File: src/rtl/pipe_execute_stage.sv
// ============================================================================
// Module   : pipe_execute_stage
// Brief    : ID/EX pipeline register plus ALU, zero flag and branch target.
// Revision : 1.0 - initial release
// ============================================================================
`default_nettype none

module pipe_execute_stage (
   input  logic        clk,
   input  logic        rst,
   input  logic [31:0] id_imm,
   input  logic [31:0] id_a_in,
   input  logic [31:0] id_b_in,
   input  logic        id_wreg,
   input  logic        id_m2reg,
   input  logic        id_wmem,
   input  logic [5:0]  id_aluc,
   input  logic        id_aluimm,
   input  logic        id_shift,
   input  logic        id_branch,
   input  logic [31:0] id_pc4,
   input  logic [4:0]  id_destR,
   input  logic [3:0]  ex_ins_type,
   input  logic [3:0]  ex_ins_number,
   output logic        ex_wreg,
   output logic        ex_m2reg,
   output logic        ex_wmem,
   output logic        ex_branch,
   output logic [31:0] ex_aluR,
   output logic [31:0] ex_inB,
   output logic [4:0]  ex_destR,
   output logic [31:0] ex_pc,
   output logic        ex_zero,
   output logic [3:0]  mem_ins_type,
   output logic [3:0]  mem_ins_number,
   output logic        led,
   output logic [31:0] dbg
);

   localparam logic [5:0] c_op_add  = 6'd0;
   localparam logic [5:0] c_op_sub  = 6'd1;
   localparam logic [5:0] c_op_and  = 6'd2;
   localparam logic [5:0] c_op_or   = 6'd3;
   localparam logic [5:0] c_op_xor  = 6'd4;
   localparam logic [5:0] c_op_nor  = 6'd5;
   localparam logic [5:0] c_op_slt  = 6'd6;
   localparam logic [5:0] c_op_sll  = 6'd7;
   localparam logic [5:0] c_op_srl  = 6'd8;
   localparam logic [5:0] c_op_sra  = 6'd9;
   localparam logic [5:0] c_op_lui  = 6'd10;
   localparam logic [5:0] c_op_sltu = 6'd11;

   logic [31:0] r_imm;
   logic [31:0] r_a;
   logic [31:0] r_b;
   logic        r_wreg;
   logic        r_m2reg;
   logic        r_wmem;
   logic [5:0]  r_aluc;
   logic        r_aluimm;
   logic        r_shift;
   logic        r_branch;
   logic [31:0] r_pc4;
   logic [4:0]  r_destR;
   logic [3:0]  r_ins_type;
   logic [3:0]  r_ins_number;

   logic [31:0] w_alu_a;
   logic [31:0] w_alu_b;
   logic [31:0] w_alu_r;
   logic [4:0]  w_shamt;

   // Reset turns the in-flight instruction into a bubble (op 0 on zeros).
   always_ff @(posedge clk) begin
      if (rst) begin
         r_imm        <= '0;
         r_a          <= '0;
         r_b          <= '0;
         r_wreg       <= 1'b0;
         r_m2reg      <= 1'b0;
         r_wmem       <= 1'b0;
         r_aluc       <= '0;
         r_aluimm     <= 1'b0;
         r_shift      <= 1'b0;
         r_branch     <= 1'b0;
         r_pc4        <= '0;
         r_destR      <= '0;
         r_ins_type   <= '0;
         r_ins_number <= '0;
      end else begin
         r_imm        <= id_imm;
         r_a          <= id_a_in;
         r_b          <= id_b_in;
         r_wreg       <= id_wreg;
         r_m2reg      <= id_m2reg;
         r_wmem       <= id_wmem;
         r_aluc       <= id_aluc;
         r_aluimm     <= id_aluimm;
         r_shift      <= id_shift;
         r_branch     <= id_branch;
         r_pc4        <= id_pc4;
         r_destR      <= id_destR;
         r_ins_type   <= ex_ins_type;
         r_ins_number <= ex_ins_number;
      end
   end

   assign w_alu_a = r_shift  ? {27'b0, r_imm[10:6]} : r_a;
   assign w_alu_b = r_aluimm ? r_imm : r_b;
   assign w_shamt = w_alu_a[4:0];

   always_comb begin
      w_alu_r = '0;
      case (r_aluc)
         c_op_add:  w_alu_r = w_alu_a + w_alu_b;
         c_op_sub:  w_alu_r = w_alu_a - w_alu_b;
         c_op_and:  w_alu_r = w_alu_a & w_alu_b;
         c_op_or:   w_alu_r = w_alu_a | w_alu_b;
         c_op_xor:  w_alu_r = w_alu_a ^ w_alu_b;
         c_op_nor:  w_alu_r = ~(w_alu_a | w_alu_b);
         c_op_slt:  w_alu_r = {31'b0, $signed(w_alu_a) < $signed(w_alu_b)};
         c_op_sll:  w_alu_r = w_alu_b << w_shamt;
         c_op_srl:  w_alu_r = w_alu_b >> w_shamt;
         c_op_sra:  w_alu_r = $unsigned($signed(w_alu_b) >>> w_shamt);
         c_op_lui:  w_alu_r = {w_alu_b[15:0], 16'b0};
         c_op_sltu: w_alu_r = {31'b0, w_alu_a < w_alu_b};
         default:   w_alu_r = '0;
      endcase
   end

   assign ex_aluR        = w_alu_r;
   assign ex_zero        = (w_alu_r == 32'b0);
   assign ex_pc          = r_pc4 + {r_imm[29:0], 2'b00};
   assign led            = r_branch & ex_zero;
   assign dbg            = {w_alu_a[15:0], w_alu_b[15:0]};

   assign ex_wreg        = r_wreg;
   assign ex_m2reg       = r_m2reg;
   assign ex_wmem        = r_wmem;
   assign ex_branch      = r_branch;
   assign ex_inB         = r_b;
   assign ex_destR       = r_destR;
   assign mem_ins_type   = r_ins_type;
   assign mem_ins_number = r_ins_number;

endmodule

`default_nettype wire

File: config.mk
export PLATFORM = sky130hd
export DESIGN_NAME = pipe_execute_stage
export DESIGN_NICKNAME = d
export VERILOG_FILES = /design/src/rtl/pipe_execute_stage.sv
export SDC_FILE = /design/constraint.sdc
export NUM_CORES = 1
export LEC_CHECK = 0
export BUFFER_PORTS_ARGS = -buffer_cell sky130_fd_sc_hd__buf_2
export CELL_PAD_IN_SITES_DETAIL_PLACEMENT = 1
export CELL_PAD_IN_SITES_GLOBAL_PLACEMENT = 1
export CORE_MARGIN = 3
export CORE_UTILIZATION = 30
export DETAILED_ROUTE_END_ITERATION = 12
export PLACE_DENSITY_LB_ADDON = 0.1
export SETUP_SLACK_MARGIN = 0.3
export SKIP_LAST_GASP = 1
export SYNTH_ARGS = -nofsm -noshare
export SYNTH_HDL_FRONTEND = slang
export SYNTH_SLANG_ARGS = --single-unit
export TNS_END_PERCENT = 1
File: constraint.sdc
create_clock -name clk -period 8.7 [get_ports clk]
set_input_delay 0.87 -clock clk [delete_from_list [all_inputs] [get_ports clk]]
set_output_delay 0.87 -clock clk [all_outputs]
set_load 0.05 [all_outputs]
Word level (Yosys, flattened, before mapping)
Index checks and enable logic that the tools add are counted.
Widths: inputs -> output; s select.
Word-level totals
  register bits: 153
  input bits: 155
  logic and storage cells: 43
Operators by class
  $add $sub $neg: 3
  $lt $le $gt $ge: 2
  eq/ne operators: 11
  shift operators: 3
  multiplexer cells: 3
  bitwise gates (word level): 5
  reduce and logical (&&, ||, !) cells: 2
Operators by type and width (number)
  $pmux 32 s12: 1
  $add 32x32->32: 2
  $lt 32x32->1: 2
  $mux 32: 2
  $and 32x32->32: 1
  $logic_not 32->1: 1
  $not 32->32: 1
  $or 32x32->32: 1
  $shl 32x5->32: 1
  $shr 32x5->32: 1
  $sshr 32x5->32: 1
  $sub 32x32->32: 1
  $xor 32x32->32: 1
  $eq 6x3->1 const B: 4
  $eq 6x4->1 const B: 4
  $eq 6x2->1 const B: 2
  $eq 6x1->1 const B: 1
  $logic_not 6->1: 1
  $and 1x1->1: 1

Depth between registers and ports, before layout
  depth in word-level cells: 6
  mapped depth: 21
  gate-level depth less buffers: 16

Worst setup path after synthesis
No wires, ideal clock.
  path kind: reg2out
  from: register r_shift
  to: output ex_zero
  data arrival time: 6.323 ns
  required time: 7.830 ns
  path slack: 1.507 ns
  stages on the path, launching flop included: 21
  buffers on the path: 5
  path through: dfxtp_1 mux2i_1 buf_4 buf_4 buf_4 buf_2 buf_2 ha_1 inv_1 fa_1 nor2b_1 o311a_1 o311a_1 a22o_1 o21ai_1 a21oi_1 o311ai_0 nor2_1 and4b_1 nand4_1 nor2_1
On the way
  cells in the longest elaborated chain, start to end: 5
RTL lines
  start: declaration: line 61  | logic r_shift;
  start signal: assignment: line 99  | r_shift <= id_shift;
  $mux 32 (*): line 108  | assign w_alu_a = r_shift ? {27'b0, r_imm[10:6]} : r_a;
  branches (longest 2 deep; another with $sub 32x32->32)
  $pmux 32 s12 (*): line 114  | case (r_aluc)
  net ex_aluR[0]: line 29  | output logic [31:0] ex_aluR,
  $logic_not 32->1 (*): line 132  | assign ex_zero = (w_alu_r == 32'b0);
  end: declaration: line 33  | output logic ex_zero,
Mark *: on every way through the listed nets, which the timed path passes.

Final worst setup path
  from: register r_aluimm
  to: output led
On the way
  cells in the longest elaborated chain, start to end: 6
RTL lines
  start: declaration: line 60  | logic r_aluimm;
  start signal: assignment: line 98  | r_aluimm <= id_aluimm;
  $mux 32 (*): line 109  | assign w_alu_b = r_aluimm ? r_imm : r_b;
  branches (longest 2 deep; another with $sub 32x32->32)
  $pmux 32 s12 (*): line 114
  $logic_not 32->1 (*): line 132
  $and 1x1->1 (*): line 134  | assign led = r_branch & ex_zero;
  end: declaration: line 36  | output logic led,
Every way passes the cells marked *.

==> flow_metrics.env <==
export IMPL_use_met3_pct=5.25
export IMPL_fin_setup_tns_ns=0
export IMPL_syn_cell_area_sq_um=17000
export IMPL_drc=0
export IMPL_yosysSeqAreaShare_pct=18.0
export IMPL_worst_pin_slew_ns=1.26
export IMPL_antenna_found_initial=2
export IMPL_powerDensity_nw_per_um2=151
export IMPL_met1_usage_pct=41.4
export IMPL_synthArstFlopShare_pct=0
export IMPL_overflow=0
export IMPL_area_delta_synth_final_pct=16.9
export IMPL_cts_buffers_inserted=17
export IMPL_grt_max_degree=87
export IMPL_vias_per_cell=6.15
export IMPL_synth_edff_count=0
export IMPL_hpwl_um=77400
export IMPL_design_area_sq_um=19900
export IMPL_synth_flop_cell="dfxtp_1"
export IMPL_io_buffers=301
export IMPL_clkTransAtPathRegs_ns=0.08
export IMPL_ys_seq_elements=153
export IMPL_start_kind="register"
export IMPL_fillers=6854
export IMPL_top_usage_layer="met2"
export IMPL_cts_setup_buffers=0
export IMPL_path_max_fanout=19
export IMPL_place_area_sq_um=19200
export IMPL_synthCells=2217
export IMPL_rows=86
export IMPL_rsz0062_at_grt="false"
export IMPL_die_x_um=244
export IMPL_cp_end_kind="primary output"
export IMPL_hp_class="input port to register"
export IMPL_slowest_delay_ns=0.92
export IMPL_nets=2727
export IMPL_setup_viol=0
export IMPL_crit_family="compound AO/OA/AOI/OAI gates"
export IMPL_die_y_um=244
export IMPL_grt_pass1_vias=20000
export IMPL_grt_first_pass_wirelength_um=141000
export IMPL_firstDrtPassIters=8
export IMPL_ys_warn_count=0
export IMPL_hold_viol=0
export IMPL_root_buffer="clkbuf_16"
export IMPL_fin_crit_sh_pct=88.7
export IMPL_wire_per_inst_um=30.5
export IMPL_vias=19700
export IMPL_fmax_ghz=0.130
export IMPL_critPathRequiredTime_ns=7.83
export IMPL_max_cap_violations=0
export IMPL_io_pins=302
export IMPL_irDropWorstVdd_mv=0.157
export IMPL_drive_above_1_share_pct=20.2
export IMPL_multi_input_area_sq_um=13000
export IMPL_status="completed"
export IMPL_finalNonFillerCells=3206
export IMPL_synth_avg_cell_area_sq_um=7.66
export IMPL_die_area_sq_um=59500
export IMPL_core_sq_um=55500
export IMPL_leakage_nw=8.58
export IMPL_place_congestion=1.01
export IMPL_synth_cell_types=98
export IMPL_max_slew_margin_pct=16.3
export IMPL_slew_viol_final=0
export IMPL_routed_wl_um=97700
export IMPL_placed_cells=3173
export IMPL_ctsResizeCount=0
export IMPL_cp_num_buf_inv=4
export IMPL_critPathArrivalTime_ns=6.85
export IMPL_critPathSlowestCell="mux2i_1"
export IMPL_htreeDepth=4
export IMPL_grtUsageMet2_pct=50.7
export IMPL_post_route_min_period_ns=7.72
export IMPL_final_common_cell="buf_2"
export IMPL_clkSinkCount=153
export IMPL_final_cell_mix="301 x buf_2, 190 x nor2_1, 188 x nor2b_1"
export IMPL_synth_net_count=2500
export IMPL_track_usage_pct=31.9
export IMPL_cts_buffer_depth=2
export IMPL_crit_chain="buf_4, mux2i_1, inv_1, nor2_1, a211oi_1, a2111oi_0, o22ai_1, a2111oi_0, buf_4, nand2_1, a211oi_1, and4b_1, nand4_1, nor3_2, buf_2"
export IMPL_ant_nets=0
export IMPL_ctsHoldBuffers=0
export IMPL_worstSetupPathType="register to primary output"
export IMPL_cts_tree="built"
export IMPL_drtIter0Drc=1871
export IMPL_start_util_pct=30.6
export IMPL_seqCellArea_sq_um=3070
state kept, by name, summed over array words and instances (netlist names):
name,flops
ex_m2reg,1
ex_inB,32
ex_destR,5
r_shift,1
ex_wmem,1
r_pc4,32
r_a,32
r_imm,32
ex_wreg,1
ex_branch,1
mem_ins_type,4
r_aluc,6
mem_ins_number,4
r_aluimm,1
final timing paths:
| check | from | endpoint | slack, ns | cells past startpoint |
|---|---|---|---|---|
| setup / recovery | r_aluimm$_SDFF_PP0_ | led | 0.98 | 15 |
| hold / removal | id_imm[10] | r_imm[10]$_SDFF_PP0_ | 0.59 | 2 |
where the power goes:
part / total (mW) / switching (mW) / internal (mW) / leakage [nW]
Sequential: 0.774 / 0.0356 / 0.738 / 1.28
Clock: 0.775 / 0.382 / 0.393 / 0.301
Combinational: 1.45 / 1.04 / 0.410 / 7.01
per-layer routing:
layer | share of wire [%] | up-vias
met5 | 0 | -
met2 | 45 | 965
met1 | 42 | 9793
met3 | 7.2 | 233
li1 | - | 8720
met4 | 5.8 | 0
synthesized netlist by cell type (16+ instances only):
cell type | number | area, sq um
nor2b_1 | 188 | 1180
mux2i_1 | 106 | 1060
o31ai_1 | 16 | 120
a22oi_1 | 19 | 143
or3_1 | 18 | 113
a21o_1 | 31 | 233
inv_2 | 18 | 67.6
ha_1 | 125 | 1560
nand2_1 | 165 | 619
a211oi_1 | 40 | 300
a21oi_1 | 131 | 656
xnor2_1 | 29 | 254
o211ai_1 | 26 | 195
a31oi_1 | 18 | 113
nor3_1 | 67 | 335
mux2i_4 | 18 | 405
dfxtp_1 | 153 | 3060
inv_1 | 83 | 312
a221oi_1 | 22 | 193
o22ai_1 | 44 | 275
nor4_1 | 21 | 131
nand4_1 | 16 | 100
nor2_1 | 191 | 717
buf_2 | 30 | 150
nand2b_1 | 36 | 225
clkbuf_1 | 88 | 330
nand3_1 | 48 | 240
o21ai_0 | 102 | 510
a2111oi_0 | 21 | 184
stage by stage:
stage                     setup WS (ns)  utilization (%)  total power [mW]  hold WS, ns
after floorplan                    1.51                -              1.72        0.998
after global placement             1.62             34.6              2.21         1.08
after detailed placement           1.65             34.6              2.21         1.08
after CTS                          1.10             35.8              3.00        0.554
after global routing              0.530             35.8              3.13        0.579
final                             0.979             35.8              3.00        0.593
kinds of logic after synthesis:
group,after synthesis,synth area share (%)
AO/OA/AOI/OAI,669,28.0
XOR/XNOR,34,1.75
adder cells (fa/ha/maj),128,9.56
buffers and inverters,245,6.17
flip-flops,153,18.0
multiplexers,150,10.9
AND/OR/NAND/NOR,838,25.6
layout make-up:
class / count / area share [%]
diodes: 1 / 0.0126
clock buffers: 17 / 2.14
clock inverters: 15 / 0.964
inverters: 102 / 1.94
multi-input cells: 1819 / 65.3
flip-flops and latches: 153 / 15.5
well taps: 748 / 4.71
repair buffers: 351 / 9.50
Power figures use the tool's default switching activity.
